**src/rtl/keypad_matrix_emulator.sv**
```systemverilog
// 3x3 keypad matrix model: answers an active-low column scan on active-low rows and
// injects LFSR-driven contact bounce on every commanded press or release.
module keypad_matrix_emulator #(
   parameter int unsigned BOUNCE_CYCLES = 16,
   parameter logic [7:0]  LFSR_SEED     = 8'hA5
) (
   input  logic       i_clk,
   input  logic       i_reset,
   input  logic       i_press_valid,
   input  logic [3:0] i_press_key,
   input  logic       i_press_down,
   output logic       o_press_ready,
   input  logic [2:0] i_column,
   output logic [2:0] o_row,
   output logic [8:0] o_key_state,
   output logic       o_error
);

   typedef enum logic {
      StIdle,
      StBounce
   } state_t;

   localparam logic [7:0] CntLoad = 8'(BOUNCE_CYCLES - 1);

   state_t     r_state;
   logic [7:0] r_count;
   logic [3:0] r_target;
   logic       r_level;
   logic [8:0] r_contact;
   logic [8:0] r_key_state;
   logic [7:0] r_lfsr;
   logic [2:0] r_row;
   logic       r_ready;
   logic       r_error;

   logic       w_lfsr_fb;
   logic [2:0] w_row_next;

   // Taps for x^8+x^6+x^5+x^4+1
   assign w_lfsr_fb = r_lfsr[7] ^ r_lfsr[5] ^ r_lfsr[4] ^ r_lfsr[3];

   // Any pressed key on a driven (low) column pulls its row low; ghosting is intentional.
   always_comb begin
      w_row_next = 3'b111;
      for (int r = 0; r < 3; r++) begin
         w_row_next[r] = ~|(r_contact[3*r +: 3] & ~i_column);
      end
   end

   always_ff @(posedge i_clk or posedge i_reset) begin
      if (i_reset) begin
         r_state     <= StIdle;
         r_count     <= 8'd0;
         r_target    <= 4'd0;
         r_level     <= 1'b0;
         r_contact   <= 9'd0;
         r_key_state <= 9'd0;
         r_lfsr      <= LFSR_SEED;
         r_row       <= 3'b111;
         r_ready     <= 1'b1;
         r_error     <= 1'b0;
      end else begin
         r_lfsr <= {r_lfsr[6:0], w_lfsr_fb};
         r_row  <= w_row_next;
         unique case (r_state)
            StIdle: begin
               if (i_press_valid) begin
                  if (i_press_key > 4'd8) begin
                     r_error <= 1'b1;
                  end else if (i_press_down != r_key_state[i_press_key]) begin
                     r_target <= i_press_key;
                     r_level  <= i_press_down;
                     r_count  <= CntLoad;
                     r_ready  <= 1'b0;
                     r_state  <= StBounce;
                  end
               end
            end
            StBounce: begin
               if (r_count == 8'd0) begin
                  r_contact[r_target]   <= r_level;
                  r_key_state[r_target] <= r_level;
                  r_ready               <= 1'b1;
                  r_state               <= StIdle;
               end else begin
                  r_contact[r_target] <= r_lfsr[0];
                  r_count             <= r_count - 8'd1;
               end
            end
            default: begin
               r_ready <= 1'b1;
               r_state <= StIdle;
            end
         endcase
      end
   end

   assign o_press_ready = r_ready;
   assign o_row         = r_row;
   assign o_key_state   = r_key_state;
   assign o_error       = r_error;

endmodule
```
**config.mk**
```make
export PLATFORM = sky130hd
export DESIGN_NAME = keypad_matrix_emulator
export DESIGN_NICKNAME = d
export VERILOG_FILES = /design/src/rtl/keypad_matrix_emulator.sv
export SDC_FILE = /design/constraint.sdc
export NUM_CORES = 1
export LEC_CHECK = 0
export CAP_MARGIN = 0
export CORE_UTILIZATION = 55
export DETAILED_ROUTE_END_ITERATION = 8
export PLACE_DENSITY = 0.82
export SETUP_SLACK_MARGIN = 0.3
export SLEW_MARGIN = 5
export SYNTH_ARGS = -nofsm -noshare
export SYNTH_HDL_FRONTEND = slang
export SYNTH_SLANG_ARGS = --single-unit
```
**constraint.sdc**
```tcl
create_clock -name i_clk -period 2.4 [get_ports i_clk]
set_input_delay 0.24 -clock i_clk [delete_from_list [all_inputs] [get_ports i_clk]]
set_output_delay 0.24 -clock i_clk [all_outputs]
set_load 0.03 [all_outputs]
```
==> results.ini, run 1 <==
[finish]
final_cells=271
diodes=0
stdcell_area_um2=2640
area_growth_pct=24.8
drive_above_1_share_pct=31.8
final_nets=234
seq_area_um2=1150
final_util_pct=72.0
fillers=241
multi_input_area_um2=942

[job]
maxCapViolCount=0

[setup_path]
cp-endpoint=r_target[1]
cp.arrival_ns=2.24
critical_path_class=register to register
startpoint=o_key_state[6]
r2r_end=r_target[1]
critPathRequiredTime_ns=2.59
r2r_start=o_key_state[6]
cp_num_buf_inv=0
reg2reg_setup_slack_ns=0.35
worst_path_largest_cell_delay_ns=0.47
cp_num_cells=5
cp_slowest_cell=mux4_2
cp-end-kind=register
crit_family=multiplexers
cp-start-kind=register
crit_path_cell_trace=mux4_2, mux2_4, mux2i_4, nor2_4, mux2_4
rr_worst_depth=5
cp_max_fo=7
path_common_cell=mux2_4

[global_routing]
grt_overflow=0
grtUsageTotal_pct=24.3
antenna_found_initial=0
grt_busiest_layer=met2
grt_util_met2_pct=40.3
use_met3_pct=5.89
grt_pass1_vias=1570
grt_max_degree=46
global_route.usage.met1_pct=28.9
grt_pass1_wl_mm=7.36

[sta]
rsz0062_at_grt=true
setup_ws_ns=0.347
fin_setup_tns_ns=0
finalHoldViolCount=0
relSlewSlack_pct=62.9
finalCriticalPeriod_ns=2.05
finalSetupViolCount=0
slew_viol_final=0
worst_slew_pin_slew_ns=0.556
max_freq_mhz=487
hold_slack_ns=0.357
fin_crit_sh_pct=85.5
fin_skew_ns=0.00638

[pwr]
p_comb_share_pct=39.0
cellPowerDensity_nw_per_um2=1020
internal_power_mw=1.70
p_total_mw=2.68
max-vdd-ir-drop_mv=0.652
p_sw_mw=0.981
clock_power_share_pct=18.5
seqPwrFrac_pct=42.5
p_sw_share_pct=36.5
p_leak_nw=1.16

[routing]
ant_nets=0
drt_iter0_drc=112
wl_per_cell_um=16.0
firstDrtPassIters=5
drt_wl_total_mm=4.33
viasPerCell=5.78
drc=0
vias=1567

[place]
placed_cells=261
post_dp_cell_area_um2=2500
gp_congestion=0.800
dp_hpwl_mm=3.10
place_ws_ns=-0.226
port_buffers=24

[synthesis]
ys_ff_latch=45
synth_fp_nets=191
synth-adder-area-share_pct=0.592
synth_ff_type=dfrtp_1
synth_compound_area_share_pct=10.4
synth_top_area_share_pct=43.8
ys_warn_count=0
postSynthCellCount=179
synth_commonest_cells=dfrtp_1 (37), nand2_1 (22), mux2_2 (19), inv_1 (9)
synthArstFlopShare_pct=100
synth_cell_types=44
syn-cell-area_um2=2110
yosys.area.top_type=dfrtp_1
synth_top_family_by_area=multiplexers
synth-simple-area-share_pct=14.5
synthTopCellsByArea=dfrtp_1 (44%), mux2_2 (10%), dfstp_2 (10%)
seq_area_frac_synth_pct=53.8
synthMuxAreaShare_pct=16.6
avgSynthCellArea_um2=11.8
yosysMostFrequentCell=dfrtp_1
synth_edf_count=0
synth_xor_area_share_pct=1.66

[die]
row_count=22
die_w_um=64.0
boundaryPins=25
die_h_um=64.0
dieArea_um2=4090
start_util_pct=57.7
core-area_um2=3660

[worst_hold_path]
hold_path_startpoint=r_lfsr[6]
hold_path_class=register to register

[cts]
htreeDepth=2
clock_path_buffers=2
cts.clk_slew.worst_paths_ns=0.08
insertion_delay_ns=0.30
clock-root-buffer=clkbuf_8
cts_buffers=5
cts_tree=done
clock-sinks=45

[outcome]
status=finished clean

registers in the layout (all words and copies together) (netlist names):
register	count
o_row	3
o_error	1
r_target	4
r_level	1
r_contact	9
o_press_ready	1
r_state	1
o_key_state	9
r_count	8
r_lfsr	8
area by class of cell:
| class | count | share of cell area (%) |
|---|---|---|
| Clock buffer | 6 | 3.13 |
| Tap cell | 48 | 2.28 |
| Inverter | 9 | 1.28 |
| Sequential cell | 45 | 43.5 |
| Multi-Input combinational cell | 122 | 35.8 |
| Clock inverter | 2 | 0.617 |
| Timing Repair Buffer | 39 | 13.4 |
worst reg2reg max path: cells and delay by family (launching register included):
kind / cells / cell delay (ns)
DFF: 1 / 0.42
muxes: 4 / 1.30
and+or+nand+nor: 1 / 0.22
layout by cell type (no fill, tap or decap), drive strengths merged, types with 7 or more instances in the layout:
master	instances
buf	15
clkdlybuf4s50	22
dfrtp	37
dfstp	8
inv	10
mux2	23
nand2	22
nor2	8
nor2b	7
nor3	8
power by group through the flow:
stage	clock network (mW)	registers, mW	logic [mW]
3_3_place_gp	0	1.14	0.986
2_1_floorplan	0	1.24	0.560
6_report	0.497	1.14	1.05
5_1_grt	0.535	1.17	1.14
4_1_cts	0.507	1.14	1.05
3_5_place_dp	0	1.15	1.02
cell families (layout without fill, tap and decap cells):
| family | after synthesis | count (layout) |
|---|---|---|
| AOI/OAI and AO/OA | 28 | 28 |
| xor gates and xnor gates | 4 | 4 |
| adders and majority gates | 1 | 1 |
| buffers and inverters | 12 | 56 |
| DFF | 45 | 45 |
| muxes | 27 | 27 |
| and+or+nand+nor | 62 | 62 |
routing by layer:
metal | routed length (µm) | up-vias
met4 | 97 | 0
met2 | 2160 | 41
met5 | 0 | -
met1 | 1890 | 782
li1 | - | 732
met3 | 171 | 12
worst min-delay path by stage:
stage / endpoint / slack, ns / depth (start not counted)
after floorplan: r_lfsr[2] / 0.33 / 0
after global placement: r_lfsr[2] / 0.34 / 0
after detailed placement: r_lfsr[7] / 0.34 / 0
after CTS: r_lfsr[7] / 0.36 / 0
after global routing: r_lfsr[7] / 0.36 / 0
final: r_lfsr[7] / 0.36 / 0
repair_timing:
action,in CTS,in global routing
gates cloned,0,0
setup buffers,2,0
setup endpoints to repair,13,11
hold buffers,0,0
gates resized for setup,5,3
pin swaps,1,1
No activity file was read; power rests on OpenSTA's default activity.
==> run 2, diff against run 1 <==
Settings changed: HOLD_SLACK_MARGIN set to 0.05.
==> results of run 2 <==
Final layout, timing and power as in run 1 (identical DEF).
==> run 3, diff against run 2 <==
Clock period 2.4 ns to 2.3 ns, I/O delays scaled along.
==> results.ini, run 3 (synthesis gave the netlist of run 1 again) <==
[global_routing]
grtUsageTotal_pct=23.2
grt_max_degree=46
grt_pass1_vias=1549
grt_overflow=0
antenna_found_initial=0
grt_pass1_wl_mm=7.13

[finish]
final_cell_mix=dfrtp_1 (29), nand2_1 (22), clkdlybuf4s50_1 (22)
diodes=0
final_common_cell=dfrtp_1
area_growth_pct=26.4
final_nets=234
final_util_pct=72.9
seq_area_um2=1150
multi_input_area_um2=988
drive_above_1_share_pct=34.5
fillers=227

[sta]
fin_setup_tns_ns=0
relSlewSlack_pct=43.6
max_freq_mhz=495
hold_slack_ns=0.361
setup_ws_ns=0.279
finalCriticalPeriod_ns=2.02
fin_crit_sh_pct=87.9
fin_skew_ns=0.00337
slew_viol_final=0
finalHoldViolCount=0
worst_slew_pin_slew_ns=0.842
finalSetupViolCount=0
rsz0062_at_grt=true

[routing]
drt-met1-wl_mm=1.88
drt_wl_total_mm=4.30
ant_nets=0
viasPerCell=5.75
drt_iter0_drc=75
firstDrtPassIters=4
met2_length_mm=2.18
wl_met3_um=168
wl_per_cell_um=15.9
vias=1559
drc=0
top_layer=met4

[cts]
post-cts-setup-buffers=0
insertion_delay_ns=0.30
cts_tree=done
clock_path_buffers=2
htreeDepth=2
clock-root-buffer=clkbuf_8
cts.clk_slew.worst_paths_ns=0.08
clock-sinks=45
cts_buffers=5

[pwr]
clock_power_share_pct=17.1
p_leak_nw=1.16
p_comb_share_pct=39.8
max-vdd-ir-drop_mv=0.721
p_sw_mw=1.04
internal_power_mw=1.76
p_sw_share_pct=37.3
seqPwrFrac_pct=43.0
cellPowerDensity_nw_per_um2=1050

[place]
place_ws_ns=-0.235
port_buffers=24
dp_hpwl_mm=3.05
gp_congestion=0.823

[setup_path]
cp_max_fo=3
cp.arrival_ns=2.18
cp-end-kind=register
critPathRequiredTime_ns=2.46
critical_path_class=register to register
cp-start-kind=register

[outcome]
status=finished clean

[die]
row_count=22
die_h_um=64.0
dieArea_um2=4090
start_util_pct=57.7
boundaryPins=25
die_w_um=64.0
core-area_um2=3660

[job]
maxCapViolCount=0

[worst_hold_path]
hold_path_class=register to register

run 3: timing repair:
| item | 4_1_cts | 5_1_grt |
|---|---|---|
| cloned | 0 | 0 |
| endpoints found under the setup margin | 14 | 20 |
| hold buffers | 0 | 0 |
| gates resized for setup | 9 | 6 |
| pin swaps | 1 | 1 |
run 3: critical path, cell delays in order, from the launching register on:
cell	delay (ns)
dfrtp_2	0.43
mux4_2	0.47
mux2_4	0.31
mux2i_4	0.20
buf_4	0.17
nor4_4	0.23
a21oi_1	0.06
run 3: power groups by stage:
stage	sequential, mW	clock [mW]	combinational, mW
final	1.21	0.480	1.12
after global routing	1.24	0.529	1.20
after CTS	1.20	0.495	1.08
after detailed placement	1.21	0	1.06
after global placement	1.19	0	1.02
after floorplan	1.30	0	0.584
run 3: per-stage QoR:
step	power (mW)	cell area (µm²)	instances
after floorplan	1.88	2110	179
after detailed placement	2.26	2510	263
after CTS	2.78	2640	271
final	2.80	2670	271
after global placement	2.21	2510	263
after global routing	2.97	2670	271
run 3: per-layer routing:
| layer | track usage, % | up-vias |
|---|---|---|
| li1 | - | 736 |
| met1 | 29.6 | 765 |
| met2 | 37.9 | 50 |
| met3 | 5.54 | 8 |
| met4 | 9.38 | 0 |
| met5 | 0 | - |
run 3: area by class of cell:
| type | count | share of cell area [%] |
|---|---|---|
| Clock buffer | 5 | 2.58 |
| Clock inverter | 3 | 0.843 |
| Inverter | 9 | 1.27 |
| Multi-Input combinational cell | 122 | 37.0 |
| Sequential cell | 45 | 42.9 |
| Tap cell | 48 | 2.25 |
| Timing Repair Buffer | 39 | 13.1 |
run 3: worst paths after layout:
kind                                 from              to  slack [ns]  cells past startpoint
setup / recovery           o_key_state[6]      r_count[0]        0.28                      6
hold / removal                  r_lfsr[1]       r_lfsr[2]        0.36                      0
setup reg to reg           o_key_state[6]      r_count[0]        0.28                      6
hold reg to reg                 r_lfsr[1]       r_lfsr[2]        0.36                      0
max in group asynchronous         i_reset  o_key_state[0]        1.52                      3
min in group asynchronous         i_reset       r_lfsr[6]        0.37                      3
